===== src/rtl/hazard_unit_if.sv =====
// Hazard-control signal bundle: pipeline-side hazard inputs plus the stall/flush controls and counters.
interface hazard_unit_if;
   logic        ctrl_memRead_id_ex;
   logic [4:0]  next_instruction_20_16_id_ex;
   logic [4:0]  instruction_25_21_if_id;
   logic [4:0]  instruction_20_16_if_id;
   logic        branch_taken;
   logic        mem_busy;
   logic        pc_write;
   logic        if_id_write;
   logic        id_ex_bubble;
   logic        if_id_flush;
   logic        pipe_freeze;
   logic [15:0] stall_cycles;
   logic [15:0] flush_events;

   modport master (
      output ctrl_memRead_id_ex, next_instruction_20_16_id_ex,
             instruction_25_21_if_id, instruction_20_16_if_id,
             branch_taken, mem_busy,
      input  pc_write, if_id_write, id_ex_bubble, if_id_flush, pipe_freeze,
             stall_cycles, flush_events
   );

   modport slave (
      input  ctrl_memRead_id_ex, next_instruction_20_16_id_ex,
             instruction_25_21_if_id, instruction_20_16_if_id,
             branch_taken, mem_busy,
      output pc_write, if_id_write, id_ex_bubble, if_id_flush, pipe_freeze,
             stall_cycles, flush_events
   );
endinterface


===== src/rtl/hazard_unit.sv =====
// Load-use / branch-flush / memory-stall control; controls are combinational (0-cycle) from state and inputs.
// mem_busy freezes the whole pipeline and holds the sequencer; counters update on the clock edge.
module hazard_unit (
   input logic           clk,
   input logic           reset,
   hazard_unit_if.slave  hz
);
   typedef enum logic [1:0] {RUN, BUBBLE, FLUSH2} state_t;

   state_t      state_q, state_d;
   logic [15:0] stall_q, stall_d;
   logic [15:0] flush_q, flush_d;

   logic load_use;
   logic pc_write, if_id_write, id_ex_bubble, if_id_flush, pipe_freeze;

   // rt_ex == 0 is register zero and can never carry a real dependency.
   assign load_use = hz.ctrl_memRead_id_ex
                   && (hz.next_instruction_20_16_id_ex != 5'd0)
                   && ((hz.next_instruction_20_16_id_ex == hz.instruction_25_21_if_id)
                    || (hz.next_instruction_20_16_id_ex == hz.instruction_20_16_if_id));

   always_comb begin
      state_d      = state_q;
      pc_write     = 1'b1;
      if_id_write  = 1'b1;
      id_ex_bubble = 1'b0;
      if_id_flush  = 1'b0;
      pipe_freeze  = 1'b0;
      if (reset) begin
         state_d = RUN;
      end else if (hz.mem_busy) begin
         pc_write    = 1'b0;
         if_id_write = 1'b0;
         pipe_freeze = 1'b1;
      end else begin
         case (state_q)
            RUN: begin
               if (hz.branch_taken) begin
                  if_id_flush  = 1'b1;
                  id_ex_bubble = 1'b1;
                  state_d      = FLUSH2;
               end else if (load_use) begin
                  pc_write     = 1'b0;
                  if_id_write  = 1'b0;
                  id_ex_bubble = 1'b1;
                  state_d      = BUBBLE;
               end
            end
            BUBBLE: state_d = RUN;
            FLUSH2: begin
               // The redirected PC lands now; the wrong-path fetch still needs squashing.
               if_id_flush = 1'b1;
               state_d     = RUN;
            end
            default: state_d = RUN;
         endcase
      end
   end

   always_comb begin
      stall_d = stall_q;
      flush_d = flush_q;
      if (!pc_write && (stall_q != 16'hFFFF))
         stall_d = stall_q + 16'd1;
      if ((state_q == RUN) && (state_d == FLUSH2) && (flush_q != 16'hFFFF))
         flush_d = flush_q + 16'd1;
   end

   always_ff @(posedge clk) begin
      if (reset) begin
         state_q <= RUN;
         stall_q <= 16'd0;
         flush_q <= 16'd0;
      end else begin
         state_q <= state_d;
         stall_q <= stall_d;
         flush_q <= flush_d;
      end
   end

   assign hz.pc_write     = pc_write;
   assign hz.if_id_write  = if_id_write;
   assign hz.id_ex_bubble = id_ex_bubble;
   assign hz.if_id_flush  = if_id_flush;
   assign hz.pipe_freeze  = pipe_freeze;
   assign hz.stall_cycles = stall_q;
   assign hz.flush_events = flush_q;
endmodule


===== src/flat_wrapper.sv =====
// flat-port wrapper written by rule: the top's interface ports become plain ports
module hazard_unit_flat 
  (clk, reset, hz_ctrl_memRead_id_ex, hz_next_instruction_20_16_id_ex, hz_instruction_25_21_if_id, hz_instruction_20_16_if_id, hz_branch_taken, hz_mem_busy, hz_pc_write, hz_if_id_write, hz_id_ex_bubble, hz_if_id_flush, hz_pipe_freeze, hz_stall_cycles, hz_flush_events);
  hazard_unit_if hz_i ();
  input logic clk;
  input logic reset;
  input wire logic [$bits(hz_i.ctrl_memRead_id_ex)-1:0] hz_ctrl_memRead_id_ex;
  input wire logic [$bits(hz_i.next_instruction_20_16_id_ex)-1:0] hz_next_instruction_20_16_id_ex;
  input wire logic [$bits(hz_i.instruction_25_21_if_id)-1:0] hz_instruction_25_21_if_id;
  input wire logic [$bits(hz_i.instruction_20_16_if_id)-1:0] hz_instruction_20_16_if_id;
  input wire logic [$bits(hz_i.branch_taken)-1:0] hz_branch_taken;
  input wire logic [$bits(hz_i.mem_busy)-1:0] hz_mem_busy;
  output wire logic [$bits(hz_i.pc_write)-1:0] hz_pc_write;
  output wire logic [$bits(hz_i.if_id_write)-1:0] hz_if_id_write;
  output wire logic [$bits(hz_i.id_ex_bubble)-1:0] hz_id_ex_bubble;
  output wire logic [$bits(hz_i.if_id_flush)-1:0] hz_if_id_flush;
  output wire logic [$bits(hz_i.pipe_freeze)-1:0] hz_pipe_freeze;
  output wire logic [$bits(hz_i.stall_cycles)-1:0] hz_stall_cycles;
  output wire logic [$bits(hz_i.flush_events)-1:0] hz_flush_events;
  assign hz_i.ctrl_memRead_id_ex = hz_ctrl_memRead_id_ex;
  assign hz_i.next_instruction_20_16_id_ex = hz_next_instruction_20_16_id_ex;
  assign hz_i.instruction_25_21_if_id = hz_instruction_25_21_if_id;
  assign hz_i.instruction_20_16_if_id = hz_instruction_20_16_if_id;
  assign hz_i.branch_taken = hz_branch_taken;
  assign hz_i.mem_busy = hz_mem_busy;
  assign hz_pc_write = hz_i.pc_write;
  assign hz_if_id_write = hz_i.if_id_write;
  assign hz_id_ex_bubble = hz_i.id_ex_bubble;
  assign hz_if_id_flush = hz_i.if_id_flush;
  assign hz_pipe_freeze = hz_i.pipe_freeze;
  assign hz_stall_cycles = hz_i.stall_cycles;
  assign hz_flush_events = hz_i.flush_events;
  hazard_unit u_core (.clk(clk), .reset(reset), .hz(hz_i));
endmodule

===== config.mk =====
export PLATFORM = sky130hd
export DESIGN_NAME = hazard_unit_flat
export DESIGN_NICKNAME = d
export VERILOG_FILES = /design/src/rtl/hazard_unit_if.sv /design/src/rtl/hazard_unit.sv /design/src/flat_wrapper.sv
export SDC_FILE = /design/constraint.sdc
export NUM_CORES = 1
export LEC_CHECK = 0
export CORE_MARGIN = 2
export CORE_UTILIZATION = 40
export DETAILED_ROUTE_END_ITERATION = 10
export HOLD_SLACK_MARGIN = 0.12
export PLACE_DENSITY = 0.72
export SLEW_MARGIN = 40
export SYNTH_ARGS = -nofsm -noshare
export SYNTH_HDL_FRONTEND = slang
export SYNTH_SLANG_ARGS = --single-unit

===== constraint.sdc =====
create_clock -name clk -period 2.1 [get_ports clk]
set_clock_uncertainty 0.05 [all_clocks]
set_input_delay 0.42 -clock clk [delete_from_list [all_inputs] [get_ports clk]]
set_output_delay 0.42 -clock clk [all_outputs]
set_load 0.01 [all_outputs]

==> results.yml <==
run_status:
  status: "complete, but fails checks"
  violations: "negative setup slack"
run:
  max_cap_viol_count: 0
grt:
  grt_usage_pct: 19.0
  use_met1_pct: 25.7
  grt_pass1_vias: 1778
  top_usage_layer: "met2"
  grt_pass1_wl_mm: 8.07
  met3_usage_pct: 4.14
  grt_max_degree: 32
  gr-usage-met2_pct: 30.3
  antenna_found_initial: 1
  gr-total-overflow: 0
clock_tree:
  cts_tree: "built"
  cts_root_buf: "clkbuf_8"
  ctsHoldBuffers: 0
  cts_sinks: 34
  clkLatencyLatePin_ns: 0.28
  clk_pin_slew_worst_paths_ns: 0.07
  h-tree-depth: 2
  cts_buffer_depth: 2
  numCtsBuffers: 5
drt:
  wire_per_inst_um: 13.7
  drt-initial-drc-count: 83
  drc: 0
  finalWirelength_mm: 4.81
  via_count: 1898
  viasPerCell: 5.39
  ant_nets: 0
  dr.pass1.iters: 4
worst_setup_path:
  slowest_stage: "or4_4"
  critical_path_class: "in -> out"
  worst_ep_arrival_time_ns: 1.65
  crit_path_start_kind: "input pin"
  cp_max_fo: 2
  crit_chain: "buf_6, or4_4, o21a_1, nor2b_4, o21a_1, buf_2"
  crit_path_max_incr_delay_ns: 0.51
  crit_top_cell: "o21a_1"
  end_kind: "output pin"
  crit_required_ns: 1.63
synthesis:
  syn_avg_cell_area_um2: 9.01
  synth_flop_cell: "dfxtp_1"
  async_reset_ff_share_pct: 0
  seq_area_frac_synth_pct: 35.5
  ys_warn_count: 0
  ys_ff_latch: 34
  synth_nets: 235
  synth_edf_count: 0
  synth_area_um2: 1920
  synthCells: 213
  ys_types: 46
power:
  power.leakage_nw: 1.07
  clockPowerShare_pct: 40.2
  power_frac_seq_pct: 46.8
  ir_worst_vdd_mv: 0.362
  power_switching_uw: 330
  power_mw: 1.41
  intPower_mw: 1.08
  combPwrFrac_pct: 13.0
  p_per_area_nw_per_um2: 490
  p_sw_share_pct: 23.4
sta:
  fin_hold_ws_ns: 0.473
  rsz0062_at_grt: "true"
  slew-limit-headroom_pct: 70.6
  finalSetupViolCount: 3
  worst_pin_slew_ns: 0.440
  finalMaxSlewViolations: 0
  finalWorstSetupSlack_ns: -0.0185
  hold_violations: 0
  finalCritPeriodShare_pct: 101
  finalCriticalPeriod_ns: 2.12
  maxClockFrequency_mhz: 472
final_layout:
  nets: 318
  synthToLayoutAreaGrowth_pct: 50.0
  final_util_pct: 61.7
  final_cell_mix: "34 x clkdlybuf4s50_1, 34 x dfxtp_1, 27 x buf_4"
  drive_above_1_share_pct: 24.6
  fillers: 411
floorplanning:
  core_um2: 4660
  die_area_um2: 5360
  initial_core_util_pct: 41.2
  die_y_um: 73.2
  die_width_um: 73.2
  ios: 57
  rows: 25
min_path:
  hold_class: "reg -> reg"
place:
  hpwl_mm: 3.37
  gp_congestion: 0.799
  port_buffers: 56
## final cells by class
type / instances / area (um^2) / area share, %
flip-flops and latches: 34 / 681 / 23.7
diodes: 1 / 2.50 / 0.0870
repair buffers: 84 / 747 / 26.0
inverters: 7 / 26.3 / 0.913
well taps: 54 / 67.6 / 2.35
multi-input cells: 164 / 1240 / 43.2
clock buffers: 8 / 110 / 3.83
## power by group through the flow
stage	registers, mW	clock network, mW	logic [mW]
floorplan	0.675	0	0.0799
finish	0.659	0.566	0.183
global route	0.660	0.615	0.197
CTS	0.659	0.576	0.174
global placement	0.674	0	0.174
detailed placement	0.674	0	0.176
## cells by family after synthesis
kind of cell / count (synthesis) / synth area share (%)
DFF: 34 / 35.5
xor gates and xnor gates: 25 / 11.4
adders and majority gates: 2 / 1.30
buffers and inverters: 16 / 4.96
and+or+nand+nor: 97 / 30.4
AOI/OAI and AO/OA: 36 / 14.4
muxes: 3 / 2.09
## repair_timing
| item | 4_1_cts | 5_1_grt |
|---|---|---|
| buffers inserted | 3 | 2 |
| gates resized for setup | 51 | 13 |
| gates cloned | 1 | 0 |
| setup endpoints to repair | 27 | 14 |
| pin swaps | 17 | 3 |
## critical path, delay by kind of cell
kind	cells	cell delay, ns
buffers and inverters	2	0.22
AND/OR/NAND/NOR	2	0.64
AO/OA/AOI/OAI	2	0.35
## per-layer routing
layer | vias up | wire length [um]
met1 | 892 | 2270
met5 | - | 0
li1 | 950 | -
met4 | 0 | 55
met3 | 6 | 341
met2 | 50 | 2140
## registers in the layout, indices dropped and copies added (netlist names)
signal and count:
u_core.hz.stall_cycles 16, u_core.state_q 2, u_core.hz.flush_events 16
## cells in the mapped netlist, types with 4 or more instances
cell | instances | area [um^2]
a21oi_1 | 12 | 60.1
and3_1 | 7 | 43.8
nor2_1 | 26 | 97.6
inv_1 | 7 | 26.3
dfxtp_1 | 34 | 681
xor2_1 | 20 | 175
nor3_1 | 7 | 35.0
xnor2_1 | 5 | 43.8
nand2_1 | 7 | 26.3
or4_1 | 8 | 60.1
o31ai_1 | 8 | 60.1
o21a_1 | 4 | 30.0
nand3_1 | 13 | 65.1
buf_6 | 4 | 45.0
nor2b_1 | 4 | 25.0
nand4_1 | 8 | 50.1
## path summary, 6_finish.rpt
kind         depth (start not counted)                         end  slack (ns)                                from
min                                  2   u_core.hz.stall_cycles[6]        0.47           u_core.hz.stall_cycles[6]
max                                  6             hz_id_ex_bubble       -0.02  hz_next_instruction_20_16_id_ex[3]
max reg2reg                          6  u_core.hz.stall_cycles[15]        0.16           u_core.hz.stall_cycles[1]
min reg2reg                          2   u_core.hz.stall_cycles[6]        0.47           u_core.hz.stall_cycles[6]
## stage by stage
| stage | setup slack [ns] | cells | setup TNS, ns | cell area (um^2) |
|---|---|---|---|---|
| finish | -0.0185 | 352 | -0.0310 | 2880 |
| global route | -0.0653 | 352 | -0.185 | 2880 |
| CTS | -0.0316 | 349 | -0.0911 | 2800 |
| detailed placement | -0.791 | 339 | -17.31 | 2680 |
| global placement | -0.760 | 339 | -16.54 | 2680 |
| floorplan | 0.0446 | 213 | 0 | 1940 |
Power figures use the tool's default switching activity.
